**config.mk**
```make
export PLATFORM = sky130hd
export DESIGN_NAME = bitmap_scan_flat
export DESIGN_NICKNAME = d
export VERILOG_FILES = /design/src/rtl/bitmap_scan_pkg.sv /design/src/rtl/bitmap_scan_if.sv /design/src/rtl/bitmap_scan_penc.sv /design/src/rtl/bitmap_scan.sv /design/src/flat_wrapper.sv
export SDC_FILE = /design/constraint.sdc
export NUM_CORES = 1
export LEC_CHECK = 0
export ABC_AREA = 1
export BUFFER_PORTS_ARGS = -buffer_cell sky130_fd_sc_hd__buf_4
export CAP_MARGIN = 20
export CORE_ASPECT_RATIO = 1.75
export CORE_MARGIN = 2
export CORE_UTILIZATION = 50
export DETAILED_ROUTE_END_ITERATION = 8
export PLACE_DENSITY = 0.76
export SLEW_MARGIN = 10
export SYNTH_ARGS = -nofsm -noshare
export SYNTH_HDL_FRONTEND = slang
export SYNTH_HIERARCHICAL = 1
export SYNTH_SLANG_ARGS = --single-unit
```
**constraint.sdc**
```tcl
create_clock -name clk -period 2.35 [get_ports clk]
set_clock_uncertainty 0.05 [all_clocks]
set_input_delay 0.47 -clock clk [delete_from_list [all_inputs] [get_ports clk]]
set_output_delay 0.47 -clock clk [all_outputs]
set_load 0.005 [all_outputs]
```
**src/rtl/bitmap_scan_pkg.sv**
```systemverilog
// rtl/bitmap_scan_pkg.sv - shared types and sizing for the bitmap scanner
package bitmap_scan_pkg;

  localparam int DEF_DEPTH   = 256;
  localparam int DEF_CHUNK_W = 8;
  localparam int NUM_CHUNKS  = DEF_DEPTH / DEF_CHUNK_W;
  localparam int PTR_W       = $clog2(NUM_CHUNKS);

  typedef enum logic [1:0] {
    IDLE = 2'd0,
    SCAN = 2'd1,
    EMIT = 2'd2,
    DONE = 2'd3
  } state_t;

endpackage

```
**src/rtl/bitmap_scan_if.sv**
```systemverilog
// rtl/bitmap_scan_if.sv - index stream between scanner and write/free logic
interface bitmap_scan_if #(
  parameter int IDX_W = 8
);

  logic             idx_valid_o;
  logic             idx_ready_i;
  logic [IDX_W-1:0] idx_o;

  modport master (output idx_valid_o, output idx_o, input idx_ready_i);
  modport slave  (input idx_valid_o, input idx_o, output idx_ready_i);

endinterface

```
**src/rtl/bitmap_scan_penc.sv**
```systemverilog
// rtl/bitmap_scan_penc.sv - lowest-set-bit priority encoder for one chunk
module bitmap_penc #(
  parameter int CHUNK_W = 8,
  parameter int POS_W   = $clog2(CHUNK_W)
) (
  input  logic [CHUNK_W-1:0] chunk_i,
  output logic               any_o,
  output logic [POS_W-1:0]   pos_o
);

  // Walk from the top down so the lowest set bit is the last one written.
  always_comb begin
    any_o = |chunk_i;
    pos_o = '0;
    for (int i = CHUNK_W - 1; i >= 0; i--) begin
      if (chunk_i[i]) pos_o = POS_W'(i);
    end
  end

endmodule

```
**src/rtl/bitmap_scan.sv**
```systemverilog
// rtl/bitmap_scan.sv - snapshots a bitmap and streams out set-bit indices
module bitmap_scan
  import bitmap_scan_pkg::*;
#(
  parameter int DEPTH   = DEF_DEPTH,
  parameter int CHUNK_W = DEF_CHUNK_W,
  parameter int IDX_W   = $clog2(DEPTH)
) (
  input  logic               clk,
  input  logic               reset_l,
  input  logic [DEPTH-1:0]   bitmap_i,
  input  logic               start_i,
  output logic               busy_o,
  output logic               done_o,
  output logic [IDX_W:0]     count_o,
  bitmap_scan_if.master      idx_s
);

  localparam int CHUNKS   = DEPTH / CHUNK_W;
  localparam int PTR_BITS = $clog2(CHUNKS);
  localparam int POS_BITS = $clog2(CHUNK_W);

  state_t                state_q, state_d;
  logic [DEPTH-1:0]      snap_q;
  logic [PTR_BITS-1:0]   ptr_q;
  logic [IDX_W-1:0]      idx_q;
  logic                  valid_q;
  logic [IDX_W:0]        count_q;

  logic [CHUNK_W-1:0]    chunk;
  logic                  chunk_any;
  logic [POS_BITS-1:0]   chunk_pos;
  logic                  last_chunk;
  logic                  handshake;

  assign chunk      = snap_q[ptr_q*CHUNK_W +: CHUNK_W];
  assign last_chunk = (ptr_q == PTR_BITS'(CHUNKS - 1));
  assign handshake  = (state_q == EMIT) && valid_q && idx_s.idx_ready_i;

  bitmap_penc #(
    .CHUNK_W (CHUNK_W),
    .POS_W   (POS_BITS)
  ) u_penc (
    .chunk_i (chunk),
    .any_o   (chunk_any),
    .pos_o   (chunk_pos)
  );

  always_ff @(posedge clk or negedge reset_l) begin
    if (!reset_l) state_q <= IDLE;
    else          state_q <= state_d;
  end

  always_comb begin
    state_d = state_q;
    case (state_q)
      IDLE:    if (start_i) state_d = SCAN;
      SCAN: begin
        if (chunk_any)       state_d = EMIT;
        else if (last_chunk) state_d = DONE;
      end
      EMIT:    if (handshake) state_d = SCAN;
      DONE:    state_d = IDLE;
      default: state_d = IDLE;
    endcase
  end

  // After a handshake the emitted bit is cleared and the same chunk is re-encoded.
  always_ff @(posedge clk or negedge reset_l) begin
    if (!reset_l) begin
      snap_q  <= '0;
      ptr_q   <= '0;
      idx_q   <= '0;
      valid_q <= 1'b0;
      count_q <= '0;
    end else begin
      case (state_q)
        IDLE: begin
          if (start_i) begin
            snap_q  <= bitmap_i;
            ptr_q   <= '0;
            count_q <= '0;
          end
        end
        SCAN: begin
          if (chunk_any) begin
            idx_q   <= {ptr_q, chunk_pos};
            valid_q <= 1'b1;
          end else if (!last_chunk) begin
            ptr_q <= ptr_q + 1'b1;
          end
        end
        EMIT: begin
          if (handshake) begin
            snap_q[idx_q] <= 1'b0;
            count_q       <= count_q + 1'b1;
            valid_q       <= 1'b0;
          end
        end
        default: ;
      endcase
    end
  end

  assign busy_o            = (state_q != IDLE);
  assign done_o            = (state_q == DONE);
  assign count_o           = count_q;
  assign idx_s.idx_valid_o = valid_q;
  assign idx_s.idx_o       = idx_q;

endmodule
```
**src/flat_wrapper.sv**
```systemverilog
// flat-port wrapper written by rule: the top's interface ports become plain ports
module bitmap_scan_flat import bitmap_scan_pkg::*;
#(
  parameter int DEPTH   = DEF_DEPTH,
  parameter int CHUNK_W = DEF_CHUNK_W,
  parameter int IDX_W   = $clog2(DEPTH)
)
  (clk, reset_l, bitmap_i, start_i, busy_o, done_o, count_o, idx_s_idx_valid_o, idx_s_idx_o, idx_s_idx_ready_i);
  bitmap_scan_if #(.IDX_W(IDX_W)) idx_s_i ();
  input  logic clk;
  input  logic reset_l;
  input  logic [DEPTH-1:0] bitmap_i;
  input  logic start_i;
  output logic busy_o;
  output logic done_o;
  output logic [IDX_W:0] count_o;
  output wire logic [$bits(idx_s_i.idx_valid_o)-1:0] idx_s_idx_valid_o;
  output wire logic [$bits(idx_s_i.idx_o)-1:0] idx_s_idx_o;
  input wire logic [$bits(idx_s_i.idx_ready_i)-1:0] idx_s_idx_ready_i;
  assign idx_s_idx_valid_o = idx_s_i.idx_valid_o;
  assign idx_s_idx_o = idx_s_i.idx_o;
  assign idx_s_i.idx_ready_i = idx_s_idx_ready_i;
  bitmap_scan #(.DEPTH(DEPTH), .CHUNK_W(CHUNK_W), .IDX_W(IDX_W)) u_core (.clk(clk), .reset_l(reset_l), .bitmap_i(bitmap_i), .start_i(start_i), .busy_o(busy_o), .done_o(done_o), .count_o(count_o), .idx_s(idx_s_i));
endmodule
```
==> flow_metrics.py <==
metrics = {
    "critical_path": {
        "r2r_end": "u_core/idx_s.idx_o[0]",
        "cp_cell_sequence": "clkinv_8, buf_12, buf_6, nand2_1, nand3_1, nand3_2, nand2_1, nor2_1, nand2_1, nand2_1, inv_1, nor3_2, nand2_2, nand2_4, buf_4, nor2_1, a21oi_1",
        "worst_ep_required_time_ns": 2.78,
        "cp_max_fo": 16,
        "end_kind": "flip-flop",
        "critPathBufInv": 5,
        "path_class": "reg -> reg",
        "setup.worst_path.start_class": "flip-flop",
        "r2r_cells": 17,
        "cp.depth": 17,
        "cp_top_family": "simple AND/OR/NAND/NOR gates",
        "path_common_cell": "nand2_1",
        "slowest_delay_ns": 0.50,
        "r2r_setup_slack_ns": -0.30,
        "crit_slowest_cell": "dfrtp_4",
        "reg2reg_from": "u_core/ptr_q[0]",
        "worstPathArrival_ns": 3.08,
    },
    "status": {
        "status": "finished with violations",
        "violations": "setup timing",
    },
    "grt": {
        "grt_pass1_vias": 16500,
        "gr-total-overflow": 0,
        "grt_pass1_wl_um": 93400,
        "track_usage": 0.383,
        "antenna_found_initial": 0,
        "grt_max_degree": 120,
    },
    "clocking": {
        "clkLatencyLatePin_ns": 0.56,
        "cts_buffers": 26,
        "clockBufferDepth": 3,
        "path_clk_slew_ns": 0.07,
        "cts.sinks": 281,
        "cts_tree": "done",
        "htreeDepth": 1,
        "cts_root_buf": "clkbuf_16",
    },
    "layout": {
        "nets": 2491,
        "n_fill_cell": 2581,
        "final_cells": 2635,
        "drive_above_1_share": 0.236,
        "multiInputGateArea_mm2": 0.00689,
        "antenna_cells": 0,
        "utilization": 0.661,
        "regArea_mm2": 0.00704,
        "syn_to_final_growth_pct": 29.9,
    },
    "run": {
        "maxCapViolCount": 0,
    },
    "die": {
        "die_h_um": 235,
        "io-pin-count": 280,
        "fp.coreArea_mm2": 0.0301,
        "chipWidth_um": 136,
        "initial_core_util": 0.509,
        "rows": 84,
        "dieArea_mm2": 0.0321,
    },
    "yosys": {
        "syn_inst": 1954,
        "synth_flop_cell": "dfrtp_1",
        "ys_seq_area_frac": 0.459,
        "synth_most_common_cell": "nand2_1",
        "synth_top_area_frac": 0.459,
        "syn_nets": 2217,
        "syn-cell-area_mm2": 0.0153,
        "ys_ff_latch": 281,
        "synthTopCellsByArea": "dfrtp_1, o22ai_1, a22oi_1, nand2_1, nand3_1",
        "synth_edf_count": 0,
        "synth_common_cells": "nand2_1, dfrtp_1, o22ai_1",
        "ys_types": 28,
        "synth_top_area_cell": "dfrtp_1",
        "yosysWarnings": 6,
        "synth_area_per_cell_um2": 7.83,
        "async_reset_ff_frac": 1.00,
    },
    "routing": {
        "vias_per_cell": 6.39,
        "first_pass_iters": 8,
        "drt-initial-drc-count": 2378,
        "wl_per_cell_um": 24.1,
        "drc": 0,
        "wl_um": 63400,
        "antenna_left": 0,
        "vias": 16800,
    },
    "pwr": {
        "peakVddDrop_v": 0.000728,
        "leakagePower_nw": 9.49,
        "p_per_area_mw_per_mm2": 1170,
    },
    "sta": {
        "drv_slew": 0,
        "worstMarginPinSlew_ns": 0.705,
        "setup_viol": 16,
        "setup_tns_ns": -3.84,
        "period_share": 1.13,
        "slew_headroom": 0.529,
        "rsz0062_at_grt": "yes",
        "layout_setup_ws_ns": -0.301,
        "fin_crit_ns": 2.65,
        "fmax_mhz": 377,
        "hold_viol": 0,
    },
    "worst_hold_path": {
        "min_path_type": "in -> reg",
        "whs_path_depth": 3,
        "holdCritStartpoint": "bitmap_i[112]",
        "hold_path_end": "u_core/snap_q[112]",
    },
    "placed_design": {
        "dp_hpwl_um": 43300,
        "dp_cells": 2570,
        "io_buffer_count": 279,
        "gp_congestion": 0.995,
    },
}
[area by class of cell]
type	count	share of cell area
clock buffer	36	0.0397
clock inverter	12	0.00969
inverter	235	0.0450
multi-input combinational	1268	0.346
sequential	281	0.354
tap	387	0.0244
timing repair buffer	416	0.181
[worst max-delay path by stage]
| stage | startpoint | endpoint | slack [ns] |
|---|---|---|---|
| 2_1_floorplan | u_core/ptr_q[2] | u_core/ptr_q[2] | 0.004 |
| 3_3_place_gp | u_core/ptr_q[0] | u_core/ptr_q[1] | -0.28 |
| 3_5_place_dp | u_core/ptr_q[0] | u_core/ptr_q[1] | -0.33 |
| 4_1_cts | u_core/ptr_q[0] | u_core/ptr_q[0] | -0.26 |
| 5_1_grt | u_core/ptr_q[0] | u_core/idx_s.idx_o[3] | -0.42 |
| 6_report | u_core/ptr_q[0] | u_core/idx_s.idx_o[0] | -0.30 |
[flip-flops by register name (all words and copies together), names as in the netlist]
signal / flops
u_core/count_o: 9
u_core/idx_s.idx_o: 8
u_core/idx_s.idx_valid_o: 1
u_core/ptr_q: 5
u_core/snap_q: 256
u_core/state_q: 2
[metal layers]
| layer | GRT usage | share of wire | vias up |
|---|---|---|---|
| met5 | 0 | 0 | - |
| met4 | 0.315 | 0.10 | 0 |
| met3 | 0.0614 | 0.096 | 342 |
| met2 | 0.625 | 0.48 | 1200 |
| met1 | 0.435 | 0.32 | 7967 |
| li1 | - | - | 7325 |
[where the power goes]
group | total [mW] | internal, mW | switching (mW)
sequential | 8.04 | 7.04 | 1.00
clock | 4.86 | 2.90 | 1.96
combinational | 10.4 | 3.99 | 6.38
[cells by family after synthesis]
kind of cell	after synthesis	synth area share
adders and majority gates	3	0.00245
AOI/OAI and AO/OA	568	0.239
and+or+nand+nor	697	0.190
DFF	281	0.459
buffers and inverters	405	0.110
[worst min-delay path, delay by kind of cell]
family / cells / cell delay (ns)
compound gates: 2 / 0.18
buf+inv: 1 / 0.08
[layout by cell type, fill, tap and decap left out, drive strengths merged, types with 3 or more instances in the layout]
cell	netlist	layout
nor2	117	117
nor3	5	5
buf	126	410
a22oi	184	184
dfrtp	281	281
o22ai	256	256
a21oi	98	98
clkinvlp	0	3
nand4	4	4
nand2	363	363
o211ai	8	8
o21ai	18	18
clkbuf	44	40
bufinv	0	5
inv	232	231
nand3	206	206
ha	3	3
clkinv	3	8
[metrics by stage]
step           cell area (um^2)  setup slack (ns)  power [mW]  hold WS [ns]
2_1_floorplan             15300           0.00385        14.3         0.124
3_3_place_gp              18300            -0.281        17.2         0.377
3_5_place_dp              18300            -0.333        17.5         0.369
4_1_cts                   19400            -0.263        22.6         0.146
5_1_grt                   19900            -0.418        24.5         0.164
6_report                  19900            -0.301        23.3         0.157
[repair_timing]
item	CTS	global route
buffers inserted	2	10
endpoints found under the setup margin	16	16
hold buffers	1	0
hold endpoints to repair	47	0
resized for setup	23	70
gates cloned	2	4
pin swaps	2	17
No activity file was read; power rests on OpenSTA's default activity.
